[config.mk]
export PLATFORM = sky130hd
export DESIGN_NAME = cic_decim_scheduler
export DESIGN_NICKNAME = d
export VERILOG_FILES = /design/src/rtl/cic_decim_scheduler.sv
export SDC_FILE = /design/constraint.sdc
export NUM_CORES = 1
export LEC_CHECK = 0
export BUFFER_PORTS_ARGS = -buffer_cell sky130_fd_sc_hd__buf_2
export CAP_MARGIN = 0
export CORE_MARGIN = 2
export CORE_UTILIZATION = 46
export DETAILED_ROUTE_END_ITERATION = 12
export PLACE_DENSITY = 0.84
export REMOVE_ABC_BUFFERS = 1
export SYNTH_ARGS = -nofsm -noshare
export SYNTH_HDL_FRONTEND = slang
export SYNTH_SLANG_ARGS = --single-unit
[constraint.sdc]
create_clock -name i_clk -period 3.2 [get_ports i_clk]
set_clock_uncertainty 0.2 [all_clocks]
set_input_delay 0.64 -clock i_clk [delete_from_list [all_inputs] [get_ports i_clk]]
set_output_delay 0.64 -clock i_clk [all_outputs]
set_load 0.02 [all_outputs]
[src/rtl/cic_decim_scheduler.sv]
// cic_decim_scheduler: round-robin sharing of one CIC decimator across N_CH channels with drain/flush rate changes.
// Optional stall statistics (o_stall_cnt, i_stats_clr) are enabled by defining CIC_SCHED_STATS_EN.
module cic_decim_scheduler #(
    parameter int N_CH         = 4,
    parameter int DATA_W       = 24,
    parameter int RATE_W       = 8,
    parameter int DEFAULT_RATE = 64
) (
    input  logic                     i_clk,
    input  logic                     i_rst_n,
    input  logic [N_CH-1:0]          i_ch_valid,
    input  logic [N_CH*DATA_W-1:0]   i_ch_data,
    output logic [N_CH-1:0]          o_ch_ready,
    output logic                     o_cic_valid,
    output logic [DATA_W-1:0]        o_cic_data,
    output logic [$clog2(N_CH)-1:0]  o_cic_ch,
    output logic                     o_cic_dump,
    input  logic                     i_cic_ready,
    output logic                     o_cic_flush,
    input  logic [RATE_W-1:0]        i_rate,
    input  logic                     i_rate_wr,
    output logic                     o_busy
`ifdef CIC_SCHED_STATS_EN
    ,
    input  logic                     i_stats_clr,
    output logic [15:0]              o_stall_cnt
`endif
);
    localparam int CW = $clog2(N_CH);
    typedef enum logic [1:0] {RUN, DRAIN, FLUSH} state_t;
    state_t            state;
    logic [RATE_W-1:0] rate, pending, wr_rate;
    logic [RATE_W-1:0] cnt [N_CH];
    logic [CW-1:0]     ptr, gnt;
    logic              found, load_ok, accept, last_cnt;

    assign wr_rate  = (i_rate == '0) ? RATE_W'(1) : i_rate;
    assign load_ok  = !o_cic_valid || i_cic_ready;
    assign accept   = i_rst_n && state == RUN && load_ok && found;
    assign o_ch_ready = accept ? N_CH'(1) << gnt : '0;
    assign last_cnt = cnt[gnt] == rate - 1'b1;

    always_comb begin
        found = 1'b0;
        gnt   = '0;
        for (int i = 1; i <= N_CH; i++) begin
            if (!found && i_ch_valid[(int'(ptr) + i) % N_CH]) begin
                found = 1'b1;
                gnt   = CW'((int'(ptr) + i) % N_CH);
            end
        end
    end

    always_ff @(posedge i_clk) begin
        if (!i_rst_n) begin
            state       <= RUN;
            rate        <= RATE_W'(DEFAULT_RATE);
            pending     <= RATE_W'(DEFAULT_RATE);
            ptr         <= CW'(N_CH - 1);
            o_cic_valid <= 1'b0;
            o_cic_data  <= '0;
            o_cic_ch    <= '0;
            o_cic_dump  <= 1'b0;
            o_cic_flush <= 1'b0;
            o_busy      <= 1'b0;
            for (int k = 0; k < N_CH; k++) cnt[k] <= '0;
        end else begin
            if (load_ok) begin
                o_cic_valid <= accept;
                o_cic_dump  <= accept && last_cnt;
            end
            if (accept) begin
                o_cic_data <= i_ch_data[gnt*DATA_W +: DATA_W];
                o_cic_ch   <= gnt;
                ptr        <= gnt;
                cnt[gnt]   <= last_cnt ? '0 : cnt[gnt] + 1'b1;
            end
            if (i_rate_wr) pending <= wr_rate;
            case (state)
                RUN:   if (i_rate_wr) state <= DRAIN;
                DRAIN: if (load_ok) state <= FLUSH;
                default: begin
                    // a write landing in the flush cycle is the last one, so it wins over pending
                    state <= RUN;
                    rate  <= i_rate_wr ? wr_rate : pending;
                    ptr   <= CW'(N_CH - 1);
                    for (int k = 0; k < N_CH; k++) cnt[k] <= '0;
                end
            endcase
            o_cic_flush <= state == DRAIN && load_ok;
            o_busy      <= (state == RUN && i_rate_wr) || state == DRAIN;
        end
    end

`ifdef CIC_SCHED_STATS_EN
    always_ff @(posedge i_clk) begin
        if (!i_rst_n || i_stats_clr) o_stall_cnt <= '0;
        else if (o_cic_valid && !i_cic_ready && o_stall_cnt != 16'hFFFF) o_stall_cnt <= o_stall_cnt + 1'b1;
    end
`endif
endmodule
; Yosys cells after proc, flatten, opt, wreduce, memory -nomap -nowiden
; Memories as Yosys holds them, arrays and structs flattened.
; Cells that the tools add are included.
; W data, S select, Z words.
[totals]
regBits = 50
latch_bits = 0
ram_bits = 32
romBits = 0
input_bits = 112
output_inout_bits = 34
wordCells = 102
n_memories = 1
[mem_list]
columns = name, depth, width, rd, rd_clocked_by_memory_dff, wr, line
row1 = cnt, 4, 8, 1, 0, 4, 33  ; logic [RATE_W-1:0] cnt [N_CH];
[op_classes]
add_sub_neg = 6
n_mul = 1
n_div = 0
order_cmp = 4
eq_ne = 4
n_shift = 2
n_mux = 41
bitwise = 8
n_reduce_logical = 25
[ops]
columns = operator, count
row1 = $shiftx A96 B8 Y24, 1
row2 = $mux W8, 8
row3 = $mux W1, 20
row4 = $lt A3 B4 Y1 const B, 4
row5 = $mux W2, 7
row6 = $reduce_or A2 Y1, 5
row7 = $logic_and A1 B1 Y1, 9
row8 = $add A8 B1 Y8 const B, 1
row9 = $bmux W1 S2, 4
row10 = $eq A8 B8 Y1, 1
row11 = $logic_not A8 Y1, 1
row12 = $reduce_or A8 Y1, 1
row13 = $sub A8 B1 Y8 const B, 1
row14 = $add A2 B1 Y2 const B, 2
row15 = $add A2 B2 Y2 const B, 2
row16 = $and A1 B1 Y1 const A, 4
row17 = $logic_not A1 Y1, 4
row18 = $mul A2 B2 Y4 const B, 1
row19 = $mux W4, 1
row20 = $ne A2 B2 Y1 const B, 2
row21 = $or A1 B1 Y1, 4
row22 = $pmux W2 S2, 1
row23 = $reduce_and A2 Y1, 2
row24 = $shl A1 B2 Y4 const A, 1
row25 = 3 further kinds, 4

; Logic depth before layout (Yosys ltp)
; Gate-level depths: netlist of the first run.
[logic_depth]
depth_word = 22
mapped_depth = 11

; Worst setup path after synthesis of the first run
; OpenSTA, ideal clock, no wires.
[synth_timing]
kind = in2reg
startpoint = input i_ch_valid[0]
endpoint = memory cnt[1][2] (data pin)
t_arrival_ns = 2.750
required_ns = 2.730
slack_ns = -0.020
stages = 9
path_buffers = 1
cell_sequence = o21a_1 > a211oi_4 > mux2i_1 > mux2i_4 > xnor2_1 > or3_4 > a211oi_4 > buf_6 > nor3_1
[synth_rtl]
columns = element, line
row1 = "start, declared", 11  ; input logic [N_CH-1:0] i_ch_valid,
row2 = "end, declared", 33

==> impl_metrics.toml, run 1 <==
[drt]
dr.pass1.iters = 6
num_vias = 4316
wl_met3_um = 904
top_layer = "met4"
wire_per_inst_um = 14.8
drt_wl_total_um = 12000
met1_length_um = 4790
wl_met2_um = 6020
ant_nets = 0
drc = 0
via_per_inst = 5.32
initialDrtViolationCount = 316

[yosys]
ys_warn_count = 0
synth_compound_area_share_pct = 8.51
ys_seq_area_share_pct = 44.3
synth_top_flop_cell = "dfxtp_1"
synthAdderAreaFrac_pct = 0.566
synth_edf_count = 32
ys_async_sr_fraction_pct = 0
synth_top_family_by_area = "simple AND/OR/NAND/NOR gates"
ys_types = 47
syn-cell-area_sq_um = 4420
muxShareOfSynthArea_pct = 7.61
synthCells = 520
yosys_register_bits = 82
synthXorXnorAreaFrac_pct = 4.07
avgSynthCellArea_sq_um = 8.51
synth-simple-area-share_pct = 30.0

[critical_path]
critical_path_class = "input port to flop"
cp_slowest_cell = "xnor3_1"
timing.critical_path.buf_inv = 4
arrival_ps = 3050
cp_top_family = "compound AO/OA/AOI/OAI gates"
max_stage_delay_ps = 340
cp.required_ps = 3090
cp_max_fo = 12
ff2ff_setup_slack_ps = 100
crit_chain = "buf_2, o21a_1, a211oi_4, buf_12, mux2i_1, mux2i_4, xnor3_1, nand3b_1, a211oi_4, buf_4, buf_12, nor3_1"
endpoint_kind = "flop"
crit_path_start_kind = "input port"

[cts]
clkTransAtPathRegs_ps = 70
cts-root-buf = "clkbuf_8"
cts.sinks = 82
ctsHoldBuffers = 0
cts_max_level = 3
clk_path_buf_depth = 2
cts_tree = "yes"
insertion_delay_ps = 350
cts_buffers = 9

[timing]
maxSlewHeadroom_pct = 51.8
max_slew.worst_pin.slew_ps = 718
fin_crit_ps = 3160
setup_slack_ps = 36.1
final_max_slew_viol_count = 0
rsz0062_at_grt = "true"
post-route-period-util_pct = 98.9
fmax_mhz = 316
whs_ps = 257
hold_violations = 0
finalSetupViolCount = 0
tns_ps = 0

[job]
maxCapViolations = 0

[worst_hold_path]
worstHoldPathType = "flop to flop"

[die]
num_rows = 35
die_y_um = 102
initial_core_util_pct = 47.7
die_x_um = 102
die_area_sq_um = 10400
pin_count = 146
coreArea_sq_um = 9280

[pwr]
vdd_drop_max_mv = 0.308
powerDensity_nw_per_um2 = 528
p_total_mw = 3.02
power.leakage_nw = 2.62

[final_layout]
area_growth_pct = 29.3
finish.instance_area_sq_um = 5720
layout-drive-gt1-share_pct = 31.6
layout.nets = 792
num-fill-cells = 783
num_antenna_cells = 0

[global_route]
track_usage_pct = 21.9
grt_pass1_vias = 4017
grt_pass1_wl_um = 17900
antenna_found_initial = 0
grt_max_degree = 49
grt.overflow.total = 0

[placed_design]
place_ws_ps = -312
dpl.hpwl_um = 8760
gp_congestion = 1.03
portBuffers = 145
placed_area_sq_um = 5450

[status]
status = "finished, final reports clean"
## cell families (layout without fill, tap and decap cells)
| family | after synthesis | in the layout |
|---|---|---|
| AOI/OAI and AO/OA | 55 | 55 |
| xor gates and xnor gates | 19 | 19 |
| muxes | 31 | 31 |
| buffers and inverters | 45 | 208 |
| DFF | 82 | 82 |
| and+or+nand+nor | 286 | 286 |
| adders and majority gates | 2 | 2 |
## cell usage after synthesis (2+ instances only)
cell type,number,area (sq um)
mux2i_4,2,45.0
a211oi_1,2,15.0
a211oi_4,2,40.0
nor3_1,30,150
xor2_1,7,61.3
nand3_1,80,400
nand2_1,131,492
nand2b_1,7,43.8
buf_6,6,67.6
nor3b_1,5,37.5
ha_1,2,25.0
xnor2_1,11,96.3
nor2b_1,8,50.1
o21a_1,3,22.5
mux2i_1,28,280
o21ai_0,29,145
nor2_1,8,30.0
nand4_1,2,12.5
nand3b_1,2,15.0
a21oi_1,4,20.0
dfxtp_1,50,1000
nor4_1,2,12.5
edfxtp_1,32,961
o22a_1,7,61.3
clkbuf_1,28,105
buf_1,2,7.51
and3_1,3,18.8
inv_1,8,30.0
## sequential cells by signal (all words and copies together), names as in the netlist
| name | count |
|---|---|
| o_cic_data | 24 |
| o_cic_flush | 1 |
| ptr | 2 |
| o_cic_valid | 1 |
| o_cic_ch | 2 |
| o_cic_dump | 1 |
| rate | 8 |
| pending | 8 |
| cnt | 32 |
| state | 2 |
| o_busy | 1 |
## timing repair
action,4_1_cts,5_1_grt
buffers inserted,0,2
endpoints found under the setup margin,0,37
resized for setup,0,8
## layer usage
layer | vias up | GRT usage (%)
met1 | 1957 | 24.7
met2 | 207 | 40.2
met5 | - | 0
li1 | 2119 | -
met3 | 33 | 4.31
met4 | 0 | 9.33
## cell type report
class | instances | area (sq um) | area share [%]
Tap cell | 129 | 161 | 2.82
Inverter | 8 | 30.0 | 0.525
Clock inverter | 4 | 27.5 | 0.481
Clock buffer | 12 | 156 | 2.73
Multi-Input combinational cell | 393 | 2290 | 40.1
Sequential cell | 82 | 1960 | 34.3
Timing Repair Buffer | 184 | 1090 | 19.0
## per-stage QoR
stage	utilization, %	std cells
floorplan	-	483
global route	61.6	812
detailed placement	58.7	793
global placement	58.7	793
CTS	60.7	809
finish	61.6	812
## where the power goes
part | total (mW) | internal (mW) | switching [mW]
Sequential | 1.29 | 1.22 | 0.0704
Clock | 0.687 | 0.330 | 0.357
Combinational | 1.04 | 0.443 | 0.601
Total | 3.02 | 1.99 | 1.03
## final timing paths
path | startpoint | end | cells after the start
setup / recovery | i_ch_valid[1] | cnt[3][7] | 12
hold / removal | o_cic_data[9] | o_cic_data[9] | 2
setup reg to reg | ptr[0] | cnt[3][7] | 11
hold reg to reg | o_cic_data[9] | o_cic_data[9] | 2
## tightest hold or removal path: cells and delay by family, from the launching register on
| kind | cells | cell delay, ps |
|---|---|---|
| AO/OA/AOI/OAI | 1 | 60 |
| flip-flops | 1 | 310 |
| AND/OR/NAND/NOR | 1 | 50 |
## placed cells by master (no fill, tap or decap), drive strengths merged, types with 3 or more instances in the layout
master / count
nand2b: 8
clkbuf: 13
inv: 8
and3: 3
nor3: 31
o21ai: 29
edfxtp: 32
mux2i: 30
xnor2: 11
clkinv: 4
buf: 183
a21oi: 4
nor2b: 8
nand3: 80
dfxtp: 50
xor2: 7
a211oi: 4
nand2: 131
o22a: 7
o21a: 3
nor2: 8
nor3b: 5
Power figures use the tool's default switching activity.
==> run 2, diff against run 1 <==
--- a/config.mk
+++ b/config.mk
@@ -5,10 +5,11 @@
 export SDC_FILE = /design/constraint.sdc
 export NUM_CORES = 1
 export LEC_CHECK = 0
+export ABC_AREA = 1
 export BUFFER_PORTS_ARGS = -buffer_cell sky130_fd_sc_hd__buf_2
 export CAP_MARGIN = 0
 export CORE_MARGIN = 2
-export CORE_UTILIZATION = 46
+export CORE_UTILIZATION = 47
 export DETAILED_ROUTE_END_ITERATION = 12
 export PLACE_DENSITY = 0.84
 export REMOVE_ABC_BUFFERS = 1
==> impl_metrics.toml, run 2 <==
[global_route]
grt_pass1_wl_um = 21300
grt_pass1_vias = 4391
grt.overflow.total = 0
antenna_found_initial = 0
track_usage_pct = 26.2
grt_max_degree = 53

[yosys]
avgSynthCellArea_sq_um = 7.69
ys_warn_count = 0
synth.top_cells.by_area = "dfxtp_1 (22%), edfxtp_1 (21%), nand2_1 (13%)"
yosysMostFrequentCell = "nand2_1"
synth_common_cells = "nand2_1 (158), dfxtp_1 (50), inv_1 (46), o21ai_0 (46), nor2_1 (44)"
synthCells = 605
ys_async_sr_fraction_pct = 0
ys_seq_area_share_pct = 42.2
synth_top_flop_cell = "dfxtp_1"
synth_top_area_share_pct = 21.5
yosys.area.top_type = "dfxtp_1"
ys_types = 42
synth_edf_count = 32
syn-cell-area_sq_um = 4650
yosys_register_bits = 82

[worst_hold_path]
worstHoldPathType = "flop to flop"
hold_path_startpoint = "o_cic_dump"

[drt]
via_per_inst = 5.43
wire_per_inst_um = 15.9
wl_met2_um = 7420
top_layer = "met4"
dr.pass1.iters = 5
num_vias = 5046
initialDrtViolationCount = 306
wl_met3_um = 1240
drt_wl_total_um = 14700
met1_length_um = 5700
ant_nets = 0
drc = 0

[critical_path]
r2r_end = "cnt[2][6]"
endpoint_kind = "output port"
ff2ff_setup_slack_ps = 170
arrival_ps = 2260
critical_path_class = "flop to output port"
crit_path_start_kind = "flop"
cp.required_ps = 2360
cp_max_fo = 8
crit_end = "o_ch_ready[0]"
ff2ff_path_depth = 21
critPathLaunch = "ptr[0]"
timing.rr.start = "ptr[0]"

[timing]
max_slew.worst_pin.slew_ps = 503
fmax_mhz = 323
finalSetupViolCount = 0
maxSlewHeadroom_pct = 66.5
hold_violations = 0
fin_crit_ps = 3100
post-route-period-util_pct = 96.7
tns_ps = 0
final_max_slew_viol_count = 0
rsz0062_at_grt = "false"

[die]
num_rows = 36
initial_core_util_pct = 48.0
die_area_sq_um = 10700
die_x_um = 103
pin_count = 146
die_y_um = 103
coreArea_sq_um = 9680

[pwr]
netSwitchingPower_mw = 2.87
swShare_pct = 46.8
power.leakage_nw = 2.93
vdd_drop_max_mv = 0.451
pwr-share-clk_pct = 12.8
powerDensity_nw_per_um2 = 986
p_comb_share_pct = 63.0
p_int_mw = 3.26
seqPwrFrac_pct = 24.2
p_total_mw = 6.12

[status]
status = "finished, final reports clean"

[cts]
insertion_delay_ps = 370
clkTransAtPathRegs_ps = 90
clk_path_buf_depth = 2
cts_buffers = 9
cts-root-buf = "clkbuf_8"
ctsHoldBuffers = 0
cts_max_level = 3
cts.sinks = 82
cts_tree = "yes"

[final_layout]
area_growth_pct = 33.5
largest-register = "cnt"
largest_reg_flops = 32
post-route-util_pct = 64.1
num_antenna_cells = 0
reg_top3 = "cnt (32), o_cic_data (24)"
layout-drive-gt1-share_pct = 35.3
final_cell_mix = "nand2_1 (148), buf_2 (141), buf_4 (58)"
layout.nets = 906
final_common_cell = "nand2_1"

[placed_design]
gp_congestion = 0.949
dpl.hpwl_um = 10800
portBuffers = 145

[job]
maxCapViolations = 0
-- run 2: kinds of logic after synthesis --
kind of cell	Yosys count	share of synthesized area, %
and+or+nand+nor	297	29.5
AOI/OAI and AO/OA	126	17.6
buffers and inverters	90	8.74
DFF	82	42.2
xor gates and xnor gates	8	1.51
adders and majority gates	2	0.538
-- run 2: per-stage QoR --
stage	area, sq um	worst slack [ps]	hold slack [ps]	instances
after floorplan	4470	-353	228	574
after global placement	5730	-76.3	248	901
after detailed placement	5730	-100	253	901
after CTS	6000	-8.66	269	919
after global routing	6210	9.12	291	930
final	6210	104	268	930
-- run 2: power by group through the flow --
stage | sequential, mW | clock, mW | combinational [mW]
floorplan | 1.61 | 0 | 1.88
global placement | 1.49 | 0 | 3.35
detailed placement | 1.50 | 0 | 3.41
CTS | 1.48 | 0.803 | 3.50
global route | 1.50 | 0.846 | 4.14
finish | 1.48 | 0.786 | 3.85
-- run 2: per-layer routing --
metal | global-route usage (%) | vias up
met5 | 0 | -
met4 | 9.92 | 0
met3 | 4.50 | 29
met2 | 46.7 | 281
met1 | 31.5 | 2299
li1 | - | 2437
-- run 2: timing repair --
action,CTS,global route
pin swaps,0,4
setup buffers,2,10
gates resized for setup,13,34
setup endpoints to repair,4,36
gates cloned,0,1
-- run 2: worst min path at each step --
stage / end / slack, ps / depth (start not counted)
6_report: o_cic_dump / 270 / 2
5_1_grt: o_cic_ch[1] / 290 / 2
4_1_cts: o_cic_dump / 270 / 2
3_5_place_dp: pending[6] / 250 / 2
3_3_place_gp: pending[6] / 250 / 2
2_1_floorplan: pending[6] / 230 / 2
-- run 2: layout make-up --
class,instances,area [sq um]
Clock buffer,11,174
Clock inverter,5,41.3
Fill cell,788,3470
Inverter,59,236
Multi-Input combinational cell,433,2370
Sequential cell,82,1970
Tap cell,133,166
Timing Repair Buffer,207,1250
-- run 2: critical path: stages (launching register included) --
cell and delay, ps:
dfxtp_4 380, buf_6 130, nand2_1 50, nand2_1 80, nand2_1 110, nand2_2 90, nor2_4 160, nand3_4 120
nand3_4 150, buf_6 150, nand2_1 90, nor2_1 100, buf_4 140, buf_4 140
